[config.mk]
export PLATFORM = sky130hd
export DESIGN_NAME = prog_sequencer
export DESIGN_NICKNAME = d
export VERILOG_FILES = /design/src/rtl/prog_sequencer.sv
export SDC_FILE = /design/constraint.sdc
export NUM_CORES = 1
export LEC_CHECK = 0
export CELL_PAD_IN_SITES_DETAIL_PLACEMENT = 0
export CELL_PAD_IN_SITES_GLOBAL_PLACEMENT = 2
export CORE_MARGIN = 2
export CORE_UTILIZATION = 23
export CTS_CLUSTER_DIAMETER = 50
export CTS_CLUSTER_SIZE = 12
export DETAILED_ROUTE_END_ITERATION = 8
export GPL_TIMING_DRIVEN = 0
export HOLD_SLACK_MARGIN = 0.08
export MAX_ROUTING_LAYER = met4
export PLACE_DENSITY_LB_ADDON = 0.1
export SETUP_SLACK_MARGIN = 0.05
export SLEW_MARGIN = 10
export SYNTH_ARGS = -nofsm -noshare
export SYNTH_HDL_FRONTEND = slang
export SYNTH_SLANG_ARGS = --single-unit
[constraint.sdc]
create_clock -name Clk -period 1.8 [get_ports Clk]
set_input_delay 0.36 -clock Clk [delete_from_list [all_inputs] [get_ports Clk]]
set_output_delay 0.36 -clock Clk [all_outputs]
set_load 0.01 [all_outputs]
[src/rtl/prog_sequencer.sv]
// Program-level sequencer ahead of instruction fetch: Start/Done handshake with the
// test bench, per-program base selection, branch muxing and RUN cycle counting.
module prog_sequencer #(
    parameter int PC_W      = 10,
    parameter int NUM_PROGS = 3,
    parameter int P0_BASE   = 0,
    parameter int P1_BASE   = 256,
    parameter int P2_BASE   = 512,
    parameter int P3_BASE   = 768,
    parameter int CYC_W     = 16
) (
    input  logic             Clk,
    input  logic             Reset,
    input  logic             Start,
    input  logic             Halt,
    input  logic             BrEn,
    input  logic             ALU_flag,
    input  logic [PC_W-1:0]  BrTarget,
    output logic             FetchHold,
    output logic             BranchAbs,
    output logic [PC_W-1:0]  Target,
    output logic             Done,
    output logic [1:0]       ProgIdx,
    output logic [CYC_W-1:0] CycleCount
);

    typedef enum logic [1:0] {IDLE, ARM, RUN, FIN} state_t;

    state_t           state, state_nxt;
    logic             done_nxt;
    logic [1:0]       idx_nxt;
    logic [CYC_W-1:0] cc_nxt;
    logic             br_take;

    function automatic logic [CYC_W-1:0] sat_inc(input logic [CYC_W-1:0] cnt);
        return (cnt == '1) ? cnt : cnt + 1'b1;
    endfunction

    function automatic logic [1:0] next_idx(input logic [1:0] idx);
        return (int'(idx) >= NUM_PROGS - 1) ? 2'd0 : idx + 2'd1;
    endfunction

    function automatic logic [PC_W-1:0] base_of(input logic [1:0] idx);
        case (idx)
            2'd0:    return PC_W'(P0_BASE);
            2'd1:    return PC_W'(P1_BASE);
            2'd2:    return PC_W'(P2_BASE);
            default: return PC_W'(P3_BASE);
        endcase
    endfunction

    assign br_take = BrEn & ALU_flag;

    always_comb begin
        state_nxt = state;
        done_nxt  = Done;
        idx_nxt   = ProgIdx;
        cc_nxt    = CycleCount;
        FetchHold = 1'b1;
        BranchAbs = 1'b0;
        Target    = '0;
        case (state)
            IDLE: begin
                if (Start) state_nxt = ARM;
            end
            ARM: begin
                done_nxt = 1'b0;
                cc_nxt   = '0;
                // Start has dropped: one-cycle absolute jump to the program base
                if (!Start) begin
                    FetchHold = 1'b0;
                    BranchAbs = 1'b1;
                    Target    = base_of(ProgIdx);
                    state_nxt = RUN;
                end
            end
            RUN: begin
                cc_nxt = sat_inc(CycleCount);
                // Halt outranks both a taken branch and an abort request
                if (Halt) begin
                    state_nxt = FIN;
                    done_nxt  = 1'b1;
                    idx_nxt   = next_idx(ProgIdx);
                end else begin
                    FetchHold = 1'b0;
                    BranchAbs = br_take;
                    Target    = br_take ? BrTarget : '0;
                    if (Start) begin
                        state_nxt = ARM;
                        cc_nxt    = '0;
                    end
                end
            end
            FIN: begin
                if (Start) begin
                    state_nxt = ARM;
                    done_nxt  = 1'b0;
                    cc_nxt    = '0;
                end
            end
            default: state_nxt = IDLE;
        endcase
    end

    always_ff @(posedge Clk or posedge Reset) begin
        if (Reset) begin
            state      <= IDLE;
            Done       <= 1'b0;
            ProgIdx    <= 2'd0;
            CycleCount <= '0;
        end else begin
            state      <= state_nxt;
            Done       <= done_nxt;
            ProgIdx    <= idx_nxt;
            CycleCount <= cc_nxt;
        end
    end

endmodule

==> flow_summary.yaml <==
clocking:
  insertion_delay_ns: 0.26
  cts_tree: "yes"
  cts.path.max_buffers: 2
  cts_sinks: 21
  clkTransAtPathRegs_ns: 0.08
  root_buffer: "clkbuf_8"
  numCtsBuffers: 3
  ctsHoldBuffers: 0
  htreeDepth: 1
pwr:
  power_mw: 2.91
  p_comb_share_pct: 66.9
  clkPwrFrac_pct: 11.3
  p_leak_nw: 0.971
  intPower_mw: 1.76
  power.switching_mw: 1.15
  peakVddDrop_v: 0.000482
  powerDensity_nw_per_um2: 1160
  seqPwrFrac_pct: 21.8
  power.share.switching_pct: 39.4
timing:
  slew_headroom_pct: 40.1
  fin_crit_ns: 2.14
  post-route-period-util_pct: 119
  rsz0062_at_grt: "true"
  skew_ns: 0.00177
  worst_slew_pin_slew_ns: 0.898
  fin_setup_tns_ns: -6.27
  fmax_mhz: 467
  slew_viol_final: 0
  final-hold-violation-count: 0
  finalSetupViolations: 27
  whs_ns: 0.470
  fin_ws_ns: -0.344
setup_path:
  r2r-start: "state[1]"
  crit_top_cell: "buf_6"
  crit_path_start_kind: "register"
  reg2reg_depth: 8
  cp-startpoint: "state[1]"
  crit_path_top_delay_cell: "or4b_4"
  crit_chain: "buf_6 > buf_6 > ha_4 > nor2b_4 > or3_4 > buf_6 > or4b_4 > a21oi_2"
  worst-r2r-setup-slack_ns: -0.34
  crit_path_max_fanout: 8
  critPathMaxStageDelay_ns: 0.48
  critical_path_required_ns: 2.00
  worstSetupPathType: "register to register"
  worstSetupEndpoint: "CycleCount[8]"
  regToRegEndpoint: "CycleCount[8]"
  cp.arrival_ns: 2.34
  end_kind: "register"
status:
  violations: "setup timing"
  status: "finished with violations"
synthesis:
  synth_fp_nets: 176
  synthFlopType: "dfrtp_1"
  ys_warn_count: 0
  synth_edf_count: 0
  ys_async_sr_fraction_pct: 100
  ys_seq_area_share_pct: 38.0
  netlist_area_um2: 1380
  syn_inst: 155
  ys_seq_elements: 21
  syn_area_per_cell_um2: 8.91
  ys_types: 44
place:
  hpwlAfterDp_um: 3350
  routabilityCongestion: 0.734
  post-place-ws_ns: -0.808
  port_buffers: 45
route:
  postRouteAntennaNets: 0
  vias: 1549
  drtIter0Drc: 109
  drt_wl_total_um: 4860
  first_pass_iters: 4
  drc: 0
  wl_per_cell_um: 16.0
  viasPerCell: 5.11
finish:
  fillers: 572
  layout-drive-gt1-share_pct: 42.1
  syn2layout_area_growth_pct: 81.3
  multiInputGateArea_um2: 1060
  num_antenna_cells: 0
  nets: 250
  area.sequential_um2: 531
die:
  dieArea_um2: 6640
  die_w_um: 81.5
  io_pins: 47
  core_area_um2: 5850
  std_cell_rows: 28
  initial_utilization_pct: 23.6
  die_y_um: 81.5
global_route:
  grt_pass1_wl_um: 8090
  grt_overflow_total: 0
  globalRouteTotalUtil_pct: 16.5
  grt_max_degree: 22
  antenna_found_initial: 0
  grt_pass1_vias: 1581
flow_run:
  cap_violations: 0
min_path:
  hold_path_class: "primary input to register"
-- how the worst min path moves through the flow --
| stage | start | endpoint | slack [ns] | cells past startpoint |
|---|---|---|---|---|
| floorplan | Reset | CycleCount[10] | 0.34 | 1 |
| global placement | ProgIdx[0] | ProgIdx[1] | 0.51 | 2 |
| detailed placement | ProgIdx[1] | ProgIdx[1] | 0.53 | 2 |
| CTS | Start | state[0] | 0.45 | 3 |
| global route | Start | state[0] | 0.48 | 3 |
| finish | Start | state[0] | 0.47 | 3 |
-- logic make-up after synthesis --
kind of cell    share of synthesized area, %
buf+inv                                 4.71
simple gates                            30.4
flops                                   38.0
fa+ha+maj                               4.53
compound gates                          20.0
mux                                     2.26
-- critical path: cells and delay by family (launching register included) --
family          cells  cell delay [ns]
compound gates      1             0.13
buf+inv             3             0.39
simple gates        3             1.00
fa+ha+maj           1             0.14
flops               1             0.41
-- state kept, by name, summed over array words and instances (netlist names) --
| signal | flops |
|---|---|
| CycleCount | 16 |
| ProgIdx | 2 |
| state | 2 |
| Done | 1 |
-- metrics by stage --
stage	std cells	area [um2]	utilization (%)
finish	303	2500	42.8
global route	303	2500	42.8
CTS	302	2380	40.7
detailed placement	275	1990	34.1
global placement	275	1990	34.1
floorplan	155	1450	-
-- area by class of cell --
class	count	share of cell area, %
inverters	8	1.40
well taps	75	3.75
multi-input cells	120	42.5
clock buffers	4	1.80
flip-flops and latches	21	21.2
plain buffers	6	2.45
repair buffers	69	26.9
-- cell usage in the layout, fill, tap and decap left out, types with 3 or more instances in the layout --
cell type	count
and3_4	6
a21oi_2	3
dfrtp_1	17
inv_1	5
clkdlybuf4s50_1	33
o31ai_1	5
o21ai_0	5
nand3_1	10
or4_1	6
dfrtp_2	4
nand2_1	10
clkbuf_8	3
nor2_1	3
a21oi_1	13
ha_4	5
buf_6	14
buf_2	4
buf_4	16
o31ai_2	3
buf_8	3
-- power groups by stage --
stage	clock network, mW	logic [mW]	registers [mW]
floorplan	0	0.656	0.653
global placement	0	1.07	0.645
detailed placement	0	1.09	0.649
CTS	0.335	1.80	0.632
global route	0.374	2.11	0.648
finish	0.328	1.95	0.634
-- what timing repair did --
action | CTS | global route
setup buffers | 22 | 2
cloned | 2 | 0
pin swaps | 18 | 16
gates resized for setup | 73 | 43
endpoints found under the setup margin | 28 | 31
-- cells in the mapped netlist (all sizes together) (2+ instances only) --
cell type,instances,area [um2]
a21oi,16,80.1
a22o,2,17.5
and2,2,12.5
and3,7,43.8
buf,3,23.8
clkbuf,3,11.3
dfrtp,21,526
ha,5,62.6
inv,8,30.0
mux2i,2,20.0
nand2,11,41.3
nand2b,2,12.5
nand3,10,50.1
nand4,3,33.8
nor2,7,26.3
nor3,4,20.0
nor4,3,25.0
o21ai,5,25.0
o22ai,2,12.5
o31ai,9,67.6
or2,4,25.0
or3,3,23.8
or4,8,61.3
-- per-layer routing --
metal	GRT usage, %	routed length (um)	up-vias
li1	-	-	744
met1	22.8	2330	769
met2	25.6	2380	34
met3	2.31	130	2
met4	4.24	21	0
met5	-	0	-
Note: power is estimated with default switching activity, not from simulation.
